===== config.mk =====
export PLATFORM = sky130hd
export DESIGN_NAME = snake_row_scanner_flat
export DESIGN_NICKNAME = d
export VERILOG_FILES = /design/src/rtl/snake_row_scanner_pkg.sv /design/src/rtl/snake_row_scanner_if.sv /design/src/rtl/snake_row_scanner_cell_color_mux.sv /design/src/rtl/snake_row_scanner.sv /design/src/flat_wrapper.sv
export SDC_FILE = /design/constraint.sdc
export NUM_CORES = 1
export LEC_CHECK = 0
export BUFFER_PORTS_ARGS = -buffer_cell sky130_fd_sc_hd__clkbuf_2
export CORE_UTILIZATION = 45
export DETAILED_ROUTE_END_ITERATION = 16
export PLACE_DENSITY = 0.8
export SLEW_MARGIN = 20
export SYNTH_ARGS = -nofsm -noshare
export SYNTH_HDL_FRONTEND = slang
export SYNTH_SLANG_ARGS = --single-unit

===== constraint.sdc =====
create_clock -name Clock -period 6.9 [get_ports Clock]
set_clock_uncertainty 0.15 [all_clocks]
set_input_delay 1.035 -clock Clock [delete_from_list [all_inputs] [get_ports Clock]]
set_output_delay 1.035 -clock Clock [all_outputs]
set_load 0.1 [all_outputs]

===== src/rtl/snake_row_scanner_pkg.sv =====
// Shared constants and types for the snake row scanner.
//   DEF_*         : default grid geometry and packed piece count
//   COLOR_*       : 3-3-2 RGB colours for each cell class
//   scan_state_e  : row-scan sequencer states
//   pix_flags_t   : per-pixel classification fed to the colour mux
package snake_row_scanner_pkg;

  localparam int unsigned DEF_GRID_WIDTH       = 16;
  localparam int unsigned DEF_GRID_HEIGHT      = 12;
  localparam int unsigned DEF_NUM_SNAKE_PIECES = 8;

  localparam logic [7:0] COLOR_BORDER     = 8'b010_010_01;
  localparam logic [7:0] COLOR_FOOD       = 8'b111_000_00;
  localparam logic [7:0] COLOR_HEAD       = 8'b111_111_00;
  localparam logic [7:0] COLOR_BODY       = 8'b000_111_00;
  localparam logic [7:0] COLOR_BACKGROUND = 8'b000_000_00;

  typedef enum logic [1:0] {
    ST_IDLE,
    ST_SCAN,
    ST_COMMIT
  } scan_state_e;

  typedef struct packed {
    logic visible;
    logic border;
    logic food;
    logic head;
    logic body;
  } pix_flags_t;

endpackage


===== src/rtl/snake_row_scanner_if.sv =====
// Bundle of the scanner's data/handshake signals.
//   master : drives snake/food positions, LineStart/RowY, PixelValid/CellX
//   slave  : the scanner; drives RGB, Busy, ScanDone
interface snake_row_scanner_if #(
  parameter int unsigned GRID_WIDTH       = 16,
  parameter int unsigned GRID_HEIGHT      = 12,
  parameter int unsigned NUM_SNAKE_PIECES = 8
);
  localparam int unsigned XB = $clog2(GRID_WIDTH);
  localparam int unsigned YB = $clog2(GRID_HEIGHT);

  logic [YB*NUM_SNAKE_PIECES-1:0] packSnakeY;
  logic [XB*NUM_SNAKE_PIECES-1:0] packSnakeX;
  logic [YB-1:0]                  foodY;
  logic [XB-1:0]                  foodX;
  logic                           LineStart;
  logic [YB-1:0]                  RowY;
  logic                           PixelValid;
  logic [XB-1:0]                  CellX;
  logic [0:7]                     RGB;
  logic                           Busy;
  logic                           ScanDone;

  modport master (
    output packSnakeY, packSnakeX, foodY, foodX, LineStart, RowY, PixelValid, CellX,
    input  RGB, Busy, ScanDone
  );

  modport slave (
    input  packSnakeY, packSnakeX, foodY, foodX, LineStart, RowY, PixelValid, CellX,
    output RGB, Busy, ScanDone
  );
endinterface


===== src/rtl/snake_row_scanner_cell_color_mux.sv =====
// cell_color_mux: combinational priority colour select for one pixel.
//   flags : pixel classification (visible, border, food, head, body)
//   color : 3-3-2 colour; border > food > head > body > background,
//           forced to background when the pixel is not visible
module cell_color_mux
  import snake_row_scanner_pkg::*;
(
  input  pix_flags_t  flags,
  output logic [7:0]  color
);

  always_comb begin
    color = COLOR_BACKGROUND;
    if (!flags.visible) begin
      color = COLOR_BACKGROUND;
    end else if (flags.border) begin
      color = COLOR_BORDER;
    end else if (flags.food) begin
      color = COLOR_FOOD;
    end else if (flags.head) begin
      color = COLOR_HEAD;
    end else if (flags.body) begin
      color = COLOR_BODY;
    end
  end

endmodule


===== src/rtl/snake_row_scanner.sv =====
// snake_row_scanner: builds a per-row occupancy bitmap of the snake one
// piece per cycle, commits it atomically to display registers, and
// colours pixels from the committed row.
//   Clock  : rising-edge clock
//   ResetN : asynchronous active-low reset
//   bus    : slave side of snake_row_scanner_if (positions, LineStart/RowY,
//            PixelValid/CellX in; RGB, Busy, ScanDone out)
module snake_row_scanner
  import snake_row_scanner_pkg::*;
#(
  parameter int unsigned GRID_WIDTH       = DEF_GRID_WIDTH,
  parameter int unsigned GRID_HEIGHT      = DEF_GRID_HEIGHT,
  parameter int unsigned NUM_SNAKE_PIECES = DEF_NUM_SNAKE_PIECES
) (
  input  logic Clock,
  input  logic ResetN,
  snake_row_scanner_if.slave bus
);

  localparam int unsigned XB = $clog2(GRID_WIDTH);
  localparam int unsigned YB = $clog2(GRID_HEIGHT);
  localparam int unsigned IW = $clog2(NUM_SNAKE_PIECES + 1);

  localparam logic [XB:0]   X_LIMIT  = (XB+1)'(GRID_WIDTH);
  localparam logic [XB-1:0] X_LAST   = XB'(GRID_WIDTH - 1);
  localparam logic [YB:0]   Y_LIMIT  = (YB+1)'(GRID_HEIGHT);
  localparam logic [YB:0]   Y_LAST   = (YB+1)'(GRID_HEIGHT - 1);
  localparam logic [IW-1:0] IDX_LAST = IW'(NUM_SNAKE_PIECES - 1);

  scan_state_e state_q, state_d;
  logic [IW-1:0]         idx_q, idx_d;
  logic [YB-1:0]         row_q, row_d;
  logic [GRID_WIDTH-1:0] back_body_q, back_body_d;
  logic [GRID_WIDTH-1:0] back_head_q, back_head_d;

  // Display registers; disp_row is one bit wider so it can hold GRID_HEIGHT,
  // the "no row committed" value that suppresses the border.
  logic [GRID_WIDTH-1:0] disp_body_q, disp_body_d;
  logic [GRID_WIDTH-1:0] disp_head_q, disp_head_d;
  logic [YB:0]           disp_row_q, disp_row_d;
  logic                  disp_food_q, disp_food_d;
  logic [XB-1:0]         disp_food_x_q, disp_food_x_d;

  logic                  scan_done_q, scan_done_d;
  logic [7:0]            rgb_q, rgb_d;

  logic [YB-1:0] piece_y;
  logic [XB-1:0] piece_x;
  logic          row_valid;
  logic          piece_hit;
  logic          disp_row_valid;
  pix_flags_t    pix_flags;
  logic [7:0]    pix_color;

  // Current piece selection and hit test against the latched row.
  always_comb begin
    piece_y   = bus.packSnakeY[int'(idx_q)*YB +: YB];
    piece_x   = bus.packSnakeX[int'(idx_q)*XB +: XB];
    row_valid = {1'b0, row_q} < Y_LIMIT;
    piece_hit = row_valid && (piece_y == row_q) && (piece_x != '0) &&
                ({1'b0, piece_x} < X_LIMIT);
  end

  // Scan sequencer. LineStart restarts from piece 0 in every state, which
  // also covers the abort-without-commit case during SCAN/COMMIT.
  always_comb begin
    state_d       = state_q;
    idx_d         = idx_q;
    row_d         = row_q;
    back_body_d   = back_body_q;
    back_head_d   = back_head_q;
    disp_body_d   = disp_body_q;
    disp_head_d   = disp_head_q;
    disp_row_d    = disp_row_q;
    disp_food_d   = disp_food_q;
    disp_food_x_d = disp_food_x_q;
    scan_done_d   = 1'b0;

    if (bus.LineStart) begin
      state_d     = ST_SCAN;
      idx_d       = '0;
      row_d       = bus.RowY;
      back_body_d = '0;
      back_head_d = '0;
    end else begin
      case (state_q)
        ST_IDLE: begin
          state_d = ST_IDLE;
        end
        ST_SCAN: begin
          if (piece_hit) begin
            back_body_d[piece_x] = 1'b1;
            if (idx_q == '0) begin
              back_head_d[piece_x] = 1'b1;
            end
          end
          if (idx_q == IDX_LAST) begin
            state_d = ST_COMMIT;
          end else begin
            idx_d = idx_q + 1'b1;
          end
        end
        ST_COMMIT: begin
          disp_body_d   = back_body_q;
          disp_head_d   = back_head_q;
          disp_row_d    = {1'b0, row_q};
          disp_food_d   = row_valid && (bus.foodY == row_q) &&
                          ({1'b0, bus.foodX} < X_LIMIT);
          disp_food_x_d = bus.foodX;
          scan_done_d   = 1'b1;
          state_d       = ST_IDLE;
        end
        default: begin
          state_d = ST_IDLE;
        end
      endcase
    end
  end

  // Pixel classification from committed registers only.
  always_comb begin
    disp_row_valid    = disp_row_q < Y_LIMIT;
    pix_flags.visible = bus.PixelValid && ({1'b0, bus.CellX} < X_LIMIT);
    pix_flags.border  = disp_row_valid &&
                        ((disp_row_q == '0) || (disp_row_q == Y_LAST) ||
                         (bus.CellX == '0) || (bus.CellX == X_LAST));
    pix_flags.food    = disp_food_q && (bus.CellX == disp_food_x_q);
    pix_flags.head    = disp_head_q[bus.CellX];
    pix_flags.body    = disp_body_q[bus.CellX];
  end

  cell_color_mux u_cell_color_mux (
    .flags (pix_flags),
    .color (pix_color)
  );

  always_comb begin
    rgb_d = pix_color;
  end

  always_ff @(posedge Clock or negedge ResetN) begin
    if (!ResetN) begin
      state_q       <= ST_IDLE;
      idx_q         <= '0;
      row_q         <= '0;
      back_body_q   <= '0;
      back_head_q   <= '0;
      disp_body_q   <= '0;
      disp_head_q   <= '0;
      disp_row_q    <= Y_LIMIT;
      disp_food_q   <= 1'b0;
      disp_food_x_q <= '0;
      scan_done_q   <= 1'b0;
      rgb_q         <= '0;
    end else begin
      state_q       <= state_d;
      idx_q         <= idx_d;
      row_q         <= row_d;
      back_body_q   <= back_body_d;
      back_head_q   <= back_head_d;
      disp_body_q   <= disp_body_d;
      disp_head_q   <= disp_head_d;
      disp_row_q    <= disp_row_d;
      disp_food_q   <= disp_food_d;
      disp_food_x_q <= disp_food_x_d;
      scan_done_q   <= scan_done_d;
      rgb_q         <= rgb_d;
    end
  end

  assign bus.RGB      = rgb_q;
  assign bus.Busy     = (state_q != ST_IDLE);
  assign bus.ScanDone = scan_done_q;

endmodule


===== src/flat_wrapper.sv =====
// flat-port wrapper written by rule: the top's interface ports become plain ports
module snake_row_scanner_flat import snake_row_scanner_pkg::*;
#(
  parameter int unsigned GRID_WIDTH       = DEF_GRID_WIDTH,
  parameter int unsigned GRID_HEIGHT      = DEF_GRID_HEIGHT,
  parameter int unsigned NUM_SNAKE_PIECES = DEF_NUM_SNAKE_PIECES
)
  (Clock, ResetN, bus_packSnakeY, bus_packSnakeX, bus_foodY, bus_foodX, bus_LineStart, bus_RowY, bus_PixelValid, bus_CellX, bus_RGB, bus_Busy, bus_ScanDone);
  snake_row_scanner_if #(.GRID_WIDTH(GRID_WIDTH), .GRID_HEIGHT(GRID_HEIGHT), .NUM_SNAKE_PIECES(NUM_SNAKE_PIECES)) bus_i ();
  input  logic Clock;
  input  logic ResetN;
  input wire logic [$bits(bus_i.packSnakeY)-1:0] bus_packSnakeY;
  input wire logic [$bits(bus_i.packSnakeX)-1:0] bus_packSnakeX;
  input wire logic [$bits(bus_i.foodY)-1:0] bus_foodY;
  input wire logic [$bits(bus_i.foodX)-1:0] bus_foodX;
  input wire logic [$bits(bus_i.LineStart)-1:0] bus_LineStart;
  input wire logic [$bits(bus_i.RowY)-1:0] bus_RowY;
  input wire logic [$bits(bus_i.PixelValid)-1:0] bus_PixelValid;
  input wire logic [$bits(bus_i.CellX)-1:0] bus_CellX;
  output wire logic [$bits(bus_i.RGB)-1:0] bus_RGB;
  output wire logic [$bits(bus_i.Busy)-1:0] bus_Busy;
  output wire logic [$bits(bus_i.ScanDone)-1:0] bus_ScanDone;
  assign bus_i.packSnakeY = bus_packSnakeY;
  assign bus_i.packSnakeX = bus_packSnakeX;
  assign bus_i.foodY = bus_foodY;
  assign bus_i.foodX = bus_foodX;
  assign bus_i.LineStart = bus_LineStart;
  assign bus_i.RowY = bus_RowY;
  assign bus_i.PixelValid = bus_PixelValid;
  assign bus_i.CellX = bus_CellX;
  assign bus_RGB = bus_i.RGB;
  assign bus_Busy = bus_i.Busy;
  assign bus_ScanDone = bus_i.ScanDone;
  snake_row_scanner #(.GRID_WIDTH(GRID_WIDTH), .GRID_HEIGHT(GRID_HEIGHT), .NUM_SNAKE_PIECES(NUM_SNAKE_PIECES)) u_core (.Clock(Clock), .ResetN(ResetN), .bus(bus_i));
endmodule

# Word-level counts from Yosys, hierarchy flattened
# Cells that the tools add are included.
# W data, S select, Z words.
dict set report word_totals {
  reg_bits 92
  in_bits 84
  output_inout_bits 10
  elab_cells 80
}
dict set report op_classes {
  addsub 1
  magnitude_cmp 5
  eq_ne 10
  shift 2
  mux 26
  bitwise 3
  reduce_logical 21
}
# cell count
set ops {}
lappend ops {{$mux W16} 7}
lappend ops {{$shiftx A32 B7 Y4} 2}
lappend ops {{$mux W8} 4}
lappend ops {{$or A16 B16 Y16} 2}
lappend ops {{$eq A4 B4 Y1} 3}
lappend ops {{$mux W4} 3}
lappend ops {{$lt A4 B5 Y1 const B} 2}
lappend ops {{$bmux W1 S4} 2}
lappend ops {{$eq A4 B4 Y1 const B} 2}
lappend ops {{$logic_not A4 Y1} 2}
lappend ops {{$lt A4 B4 Y1 const B} 2}
lappend ops {{$reduce_bool A2 Y1} 4}
lappend ops {{$logic_and A1 B1 Y1} 6}
lappend ops {{$mux W2} 3}
lappend ops {{$reduce_and A2 Y1} 3}
lappend ops {{$logic_not A5 Y1} 1}
lappend ops {{$mux W1} 5}
lappend ops {{$mux W5} 1}
lappend ops {{$add A4 B1 Y4 const B} 1}
lappend ops {{$demux W1 S4} 1}
lappend ops {{$eq A4 B3 Y1 const B} 1}
lappend ops {{$ge A4 B1 Y1 const B} 1}
lappend ops {{$reduce_bool A4 Y1} 1}
lappend ops {{$logic_or A1 B1 Y1} 3}
lappend ops {{other kinds (6)} 6}

# Depth between registers and ports, before layout
# Gate-level depths: netlist of run 1.
dict set report depth {
  ltp_word 10
  ltp_mapped 9
  ltp_nobuf 6
}

# Hierarchy
# From an unflattened synthesis of run 1, not the netlist that was laid out.
dict set report hier_totals {
  cells_unflattened 415
  hier_area_um2 4748.3
}
# mod n_inst cells_each area_per_inst_um2 seq_area_each_um2
set modules_own_cells {}
lappend modules_own_cells {snake_row_scanner 1 402 4662.0 2304.7}
lappend modules_own_cells {cell_color_mux 1 13 86.3 0.0}

# Worst setup path before layout of run 1
# Ideal clock, no wire load.
dict set report synth_path {
  path_type {input to register}
  startpoint {input port bus_CellX[0]}
  endpoint {register u_core.rgb_q[3], in the netlist u_core.bus.RGB[4]}
  setup_time_ns 0.127
  arrival_ns 3.098
  t_required_ns 6.623
  setup_slack_ns 3.525
  path_stages 5
  path_buffers 1
  cell_sequence {buf_1 > mux4_2 > mux4_2 > o311a_1 > or2_2}
}
dict set report synth_via {
  elab_chain_len 7
  elab_cells_between_ends 16
  cone_classes {eq/ne: 2; mux: 9; reduce/logical: 5}
}
# element line_no
set synth_lines {}
lappend synth_lines {{start: declaration} flat_wrapper.sv:19} ;# input wire logic [$bits(bus_i.CellX)-1:0] bus_CellX;
lappend synth_lines {{$bmux W1 S4} snake_row_scanner.sv:129} ;# pix_flags.body = disp_body_q[bus.CellX];
lappend synth_lines {{$mux W1 (implied by the code)} snake_row_scanner.sv:129}
lappend synth_lines {{$mux W5} snake_row_scanner_cell_color_mux.sv:22} ;# end else if (flags.body) begin
lappend synth_lines {{$mux W8} snake_row_scanner_cell_color_mux.sv:20} ;# end else if (flags.head) begin
lappend synth_lines {{$mux W8} snake_row_scanner_cell_color_mux.sv:18} ;# end else if (flags.food) begin
lappend synth_lines {{$mux W8 (*)} snake_row_scanner_cell_color_mux.sv:16} ;# end else if (flags.border) begin
lappend synth_lines {{$mux W8 (*)} snake_row_scanner_cell_color_mux.sv:14} ;# if (!flags.visible) begin
lappend synth_lines {{named net u_core.pix_color[3]} snake_row_scanner.sv:53} ;# logic [7:0] pix_color;
lappend synth_lines {{end signal: assignment} snake_row_scanner.sv:167} ;# rgb_q <= rgb_d;
lappend synth_lines {{end: declaration} snake_row_scanner.sv:45} ;# logic [7:0] rgb_q, rgb_d;
# The timed path passes the listed nets; every way through them passes the cells marked *. The select of a mux whose other input is x is not followed.
# A chain may end at the register's enable or synchronous reset.

# Final worst setup path of run 1
dict set report layout_path {
  startpoint {register u_core.idx_q[0]}
  endpoint {register u_core.back_head_q[6]}
}
dict set report layout_via {
  elab_chain_len 10
  elab_cells_between_ends 20
  cone_classes {order compare: 2; eq/ne: 1; shift: 2; mux: 6; bitwise: 1; reduce/logical: 8}
}
# element line_no
set layout_lines {}
lappend layout_lines {{start: declaration} snake_row_scanner.sv:31} ;# logic [IW-1:0] idx_q, idx_d;
lappend layout_lines {{start signal: assignment} snake_row_scanner.sv:157} ;# idx_q <= idx_d;
lappend layout_lines {{$shiftx A32 B7 Y4} snake_row_scanner.sv:58} ;# piece_x = bus.packSnakeX[int'(idx_q)*XB +: XB];
lappend layout_lines {{$lt A4 B5 Y1 (implied by the code) or $ge A4 B1 Y1 (tied branches)} snake_row_scanner.sv:94} ;# back_head_d[piece_x] = 1'b1;
lappend layout_lines {{$logic_and A1 B1 Y1 (implied by the code)} snake_row_scanner.sv:94}
lappend layout_lines {{$mux W1 (implied by the code)} snake_row_scanner.sv:94}
lappend layout_lines {{$demux W1 S4} --}
lappend layout_lines {{$or A16 B16 Y16 (no line)} --}
lappend layout_lines {{$mux W16} snake_row_scanner.sv:93} ;# if (idx_q == '0) begin
lappend layout_lines {{$mux W16} snake_row_scanner.sv:91} ;# if (piece_hit) begin
lappend layout_lines {{$mux W16} snake_row_scanner.sv:86} ;# case (state_q)
lappend layout_lines {{$mux W16} snake_row_scanner.sv:79} ;# if (bus.LineStart) begin
lappend layout_lines {{end signal: assignment} snake_row_scanner.sv:160} ;# back_head_q <= back_head_d;
lappend layout_lines {{end: declaration} snake_row_scanner.sv:34} ;# logic [GRID_WIDTH-1:0] back_head_q, back_head_d;
# Parallel ways exist; a longest one is shown, timed or not. The select of a mux whose other input is x is not followed.

==> impl_results.md, run 1 <==
* Met1 WL at between 4 and 5 mm
* Worst Tran Pin Value at around 980 ps
* Hold path depth at 2
* Reg2Reg Depth at 6
* Fin Setup TNS at 0 ps
* CTS tree: built
* Worst EP required at approximately 7000 ps
* Dominant cell by count in the synthesized netlist: dfrtp_1
* Met3 WL at 486 µm
* EDFF count, synth at 0
* Tmin final at roughly 3400 ps
* WL per Instance at ~17 µm
* Hold Crit Class: reg -> reg
* RSZ-0062 raised after global routing: no
* Cell Pwr Density at approximately 300 mW/mm²
* Max_cap viols at 0
* # port buffers at 92
* Drt via density at 5.60
* Core Rows at 36
* Max Slew Vio Count at 0
* Post-route DRC at 0
* Setup Buffers After CTS at 0
* Synth Flop Type: dfrtp_1
* Final hold violation count at 0
* Starting Density at 0.465
* Area of the mapped netlist at 0.00456 mm²
* Worst-path clk slew at approximately 80 ps
* Final Total Pwr at 1620 µW
* Post-DP HPWL at between 7 and 8 mm
* CTS Hold Bufs at 0
* Routed length on met2 at just under 5 mm
* Startpoint types: flop
* Gr ovfl total at 0
* Ratio of final minimum period to clock period at 0.498
* Vias in the first global route at ~3400
* Area leader, netlist: dfrtp_1
* Seq cells post-synth at 89
* Post-synth top area share at 0.477
* Die height at 103 µm
* Arrival time at the worst endpoint at between 3000 and 4000 ps
* Syn_nets at 452
* Final ANT Viol Nets at 0
* Initial antenna violation count at 0
* Clock sink count at 89
* Synth top area cells: dfrtp_1 48%, mux2_2 11%, mux4_2 7.4%
* Final wirelength at 9.99 mm
* Clock buffer depth at 2
* Slew margin rel. at 0.347
* Nets@finish at between 500 and 600
* CP Class: reg -> reg
* Syn_area_per_cell at 12.5 µm²
* H-tree levels at 3
* Register area share after synthesis at 0.489
* Fmax at ~290 MHz
* Post-CTS Resized at 0
* VDD IR max at between 100 and 150 µV
* Area growth syn-to-layout at 18.0%
* First-pass GRT wire length at roughly 16 mm
* Clk root buf: clkbuf_8
* Largest net degree at the start of global routing at 90
* Post-synthesis async set-or-reset flop share at 1.00
* Placer congestion estimate at roughly 0.76
* Warnings, synthesis at 0
* Die width at slightly above 100 µm
* Status: finished, final reports clean
* Count of final setup violators at 0
* Num ports at between 90 and 100
* CP max FO at 24
* Via count at between 3000 and 4000
* Router iterations before antenna repair at 4
* Cells after Synth at between 300 and 400
* GRT Util Overall at 0.203
* DR iter-0 viols at ~130
* N_diodes at 0
* CTS buffer count at 9
* Die Area at ~0.011 mm²
* Netlist cell types at 55
* Uppermost layer routed: met4
* CP endpoint kind: flop
* Core Region at between 0.009 and 0.01 mm²
* Fraction of layout cells with a size suffix above 1 at 0.402
* Worst skew pair latency at between 300 and 400 ps
* Leakage at between 0.002 and 0.0025 µW
* Post-synth top cells: 87 x dfrtp_1, 43 x mux2_2, 38 x inv_1
* Final core occ at 0.548
[cell usage in the layout (no fill, tap or decap), types with 5 or more instances in the layout]
cell / instances
nand2_1: 9
or2_2: 7
nand2b_1: 6
inv_1: 38
clkbuf_2: 91
bufinv_16: 5
clkbuf_8: 10
xnor2_1: 5
o21ai_0: 6
nand3_1: 7
dfrtp_1: 87
mux4_2: 15
nor2_1: 14
mux2i_1: 8
mux4_1: 6
o32ai_1: 25
nor2b_1: 5
mux2_2: 43
nor3_1: 5
[cells by family after synthesis]
group	after synthesis	share of synthesized area
other cells	1	0.000822
simple gates	71	0.0883
mux	72	0.232
compound gates	60	0.108
flops	89	0.489
xor+xnor	9	0.0173
buf+inv	62	0.0592
fa+ha+maj	2	0.00548
[through the flow]
step | hold slack, ps | cell area (µm²) | setup WS, ps | std cells
3_5_place_dp | 320 | 5090 | 3490 | 570
2_1_floorplan | 295 | 4560 | 3520 | 366
3_3_place_gp | 311 | 5090 | 3590 | 570
5_1_grt | 383 | 5380 | 3110 | 586
4_1_cts | 342 | 5380 | 3430 | 586
6_report | 339 | 5380 | 3470 | 586
[critical path, stage by stage (launching register included)]
cell and delay (ps):
dfrtp_1 990, mux4_1 400, nor2_1 60, or4_4 530, a2111oi_4 460, nand3_4 310, o32ai_1 400
[where the power goes]
group | internal [µW] | switching, µW | total [µW]
combinational | 196 | 298 | 494
sequential | 561 | 63.7 | 625
clock | 324 | 180 | 503
total | 1080 | 541 | 1620
[final timing paths]
check	from	slack, ps	endpoint
setup / recovery	u_core.idx_q[0]	3470	u_core.back_head_q[6]
max in group asynchronous	ResetN	5500	u_core.back_head_q[14]
min in group asynchronous	ResetN	570	u_core.bus.ScanDone
setup reg to reg	u_core.idx_q[0]	3470	u_core.back_head_q[6]
hold / removal	u_core.back_body_q[8]	340	u_core.back_body_q[8]
hold reg to reg	u_core.back_body_q[8]	340	u_core.back_body_q[8]
[area by class of cell]
| type | count | area (µm²) |
|---|---|---|
| Fill cell | 858 | 4440 |
| Sequential cell | 89 | 2230 |
| Multi-Input combinational cell | 215 | 2070 |
| Timing Repair Buffer | 94 | 482 |
| Tap cell | 133 | 166 |
| Clock inverter | 5 | 150 |
| Inverter | 39 | 146 |
| Clock buffer | 11 | 141 |
[layer usage]
metal | vias up | GRT usage
met5 | - | 0
met1 | 1652 | 0.267
met4 | 0 | 0.0648
met2 | 109 | 0.341
li1 | 1514 | -
met3 | 9 | 0.0380
[state kept, by name, indices dropped and copies added (netlist names)]
| register | cells |
|---|---|
| u_core.disp_row_q | 4 |
| u_core.disp_food_x_q | 4 |
| u_core.state_q | 2 |
| u_core.back_body_q | 16 |
| u_core.back_head_q | 16 |
| u_core.disp_head_q | 16 |
| u_core.disp_food_q | 1 |
| u_core.bus.ScanDone | 1 |
| u_core.disp_body_q | 16 |
| u_core.row_q | 4 |
| u_core.idx_q | 4 |
| u_core.bus.RGB | 5 |
Power figures use the tool's default switching activity.
==> run 2, diff against run 1 <==
- ABC_AREA: not set -> 1
- PLACE_DENSITY: 0.8 -> 0.79
- clock period: 6.9 -> 3.5 ns (I/O delays scaled with it)
==> impl_results.md, run 2 <==
* Status: finished, final reports clean
* Synth Flop Type: dfrtp_1
* Final hold violation count at 0
* EDFF count, synth at 0
* Max stage delay on crit path at about 580 ps
* Largest delay share family, worst path: simple AND/OR/NAND/NOR gates
* WL per Instance at about 12 µm
* CTS tree: built
* Final ANT Viol Nets at 0
* Warnings, synthesis at 0
* Commonest non-fill, non-tap cell in the layout: nand2_1
* Placer congestion estimate at about 0.81
* CP endpoint kind: flop
* GRT Util Overall at 0.202
* Clk root buf: clkbuf_8
* Nets@finish at 819
* Fill cells at 1010
* Final wirelength at roughly 10 mm
* DR iter-0 viols at 300
* Clock buffer depth at 2
* Worst EP required at 3630 ps
* Drt via density at just over 5
* Fmax at between 300 and 400 MHz
* N_diodes at 0
* Area of the mapped netlist at roughly 0.0048 mm²
* Internal at approximately 1600 µW
* Post-route DRC at 0
* Final hold slack at between 4 and 5 ps
* Dominant cell by count in the synthesized netlist: nand2_1
* Fin Setup TNS at 0 ps
* Slew margin rel. at 0.531
* Largest net degree at the start of global routing at a little over 70
* Syn_area_per_cell at 7.33 µm²
* Post-synth top area share at 0.450
* CP max-delay cell: dfrtp_1
* Syn_nets at 746
* Starting Density at 0.467
* Vias in the first global route at between 4000 and 5000
* Synth top area cells: dfrtp_1 45%, nand2_1 14%, inv_1 6.9%
* Via count at 4413
* Router iterations before antenna repair at 5
* Num ports at 94
* Max_cap viols at 0
* Cells after Synth at 660
* CTS Hold Bufs at 0
* Seq cells post-synth at 89
* Die height at ~110 µm
* Worst-path clk slew at 80 ps
* Tmin final at 2750 ps
* Netlist cell types at 37
* Count of final setup violators at 0
* Core Region at ~0.010 mm²
* Die Area at 0.0112 mm²
* Area leader, netlist: dfrtp_1
* Core Rows at 37
* Final Total Pwr at between 2000 and 2500 µW
* Register area share after synthesis at 0.461
* Most frequent cells in the layout: 178 x nand2_1, 91 x clkbuf_2, 89 x inv_1
* Max Slew Vio Count at 0
* Gr ovfl total at 0
* RSZ-0062 raised after global routing: no
* CP max FO at 30
* Die width at about 110 µm
* Area growth syn-to-layout at 13.5%
* CTS buffer count at 9
* Sequential Power Share at 0.475
* Setup Buffers After CTS at 0
* VDD IR max at between 200 and 300 µV
* Cell Pwr Density at around 420 mW/mm²
* Initial antenna violation count at 0
* Fraction of layout cells with a size suffix above 1 at 0.169
* Post-synth top cells: 178 x nand2_1, 89 x inv_1, 87 x dfrtp_1
* Startpoint types: flop
* Psw at 744 µW
* Leakage at about 0.0029 µW
* Comb pwr share at 0.220
* Worst Tran Pin Value at 704 ps
* Ratio of final minimum period to clock period at 0.786
* Clock power frac at 0.306
* Arrival time at the worst endpoint at approximately 2900 ps
* Switch share at 0.319
* # port buffers at ~90
* Post-DP HPWL at between 7 and 8 mm
* CP Class: reg -> reg
* Hold Crit Class: in -> async
* Crit-path cells: buf_4 -> nor2_1 -> nor2_1 -> o21ai_0 -> nand3_1 -> nand3_1 -> nand2_2 -> o21ai_2 -> nor2_4 -> nand4_1 -> a21oi_1
* Post-synthesis async set-or-reset flop share at 1.00
* H-tree levels at 3
* First-pass GRT wire length at between 15 and 20 mm
* Post-CTS Resized at 0
* Clock sink count at 89
* Worst skew pair latency at about 360 ps
* Crit path buf inv count at 1
## run 2: changes by cell type after synthesis, sizes merged, moves of 7 or more
cell,previous run,this run
mux4,21,0
o32ai,25,0
nand3,8,62
nand4,1,21
nor2,14,53
a21oi,4,39
buf,11,25
mux2i,8,0
o21ai,6,56
mux2,43,0
nand2,10,180
or2,7,0
inv,38,92
## run 2: through the flow
| stage | utilization | setup slack [ps] | instance area (µm²) | instances |
|---|---|---|---|---|
| after detailed placement | 0.510 | 765 | 5290 | 858 |
| after floorplan | - | 1500 | 4840 | 660 |
| final | 0.529 | 749 | 5490 | 874 |
| after global routing | 0.529 | 377 | 5490 | 874 |
| after CTS | 0.529 | 747 | 5490 | 874 |
| after global placement | 0.510 | 819 | 5290 | 858 |
## run 2: layer usage
layer	vias to the layer above	track usage	part of all wire
li1	2251	-	-
met1	2020	0.289	0.48
met2	133	0.318	0.46
met3	9	0.0297	0.052
met4	0	0.0605	0.011
met5	-	0	0
## run 2: power by group through the flow
stage,clock [µW],combinational (µW),sequential [µW]
6_report,713,512,1110
5_1_grt,772,580,1110
4_1_cts,726,514,1110
3_5_place_dp,0,511,1130
3_3_place_gp,0,507,1130
2_1_floorplan,0,364,1150
## run 2: layout make-up
| cell class | count | area, µm² | area share |
|---|---|---|---|
| inverter | 95 | 359 | 0.0654 |
| clock buffer | 13 | 159 | 0.0289 |
| timing repair buffer | 101 | 531 | 0.0966 |
| clock inverter | 3 | 40.0 | 0.00729 |
| tap | 136 | 170 | 0.0310 |
| multi-input combinational | 437 | 2000 | 0.365 |
| sequential | 89 | 2230 | 0.406 |
## run 2: path summary, 6_finish.rpt
kind                                      start                 endpoint  slack (ps)  cells past startpoint
worst max-delay path            u_core.idx_q[0]    u_core.back_head_q[1]         750                     11
worst min-delay path                     ResetN    u_core.disp_head_q[9]           4                      1
worst max register to register  u_core.idx_q[0]    u_core.back_head_q[1]         750                     11
worst min register to register  u_core.idx_q[3]        u_core.state_q[1]         320                      1
max in group asynchronous                ResetN     u_core.disp_row_q[3]        2410                      2
min in group Clock                 bus_foodX[2]  u_core.disp_food_x_q[2]         220                      3
## run 2: cells by family (layout without fill, tap and decap cells)
group                      Yosys count  after routing  synth area share
xor gates and xnor gates             2              2           0.00362
other                                1              1          0.000775
AOI/OAI and AO/OA                  110            110             0.122
and+or+nand+nor                    322            322             0.283
DFF                                 89             89             0.461
adders and majority gates            2              2           0.00517
buffers and inverters              134            212             0.125
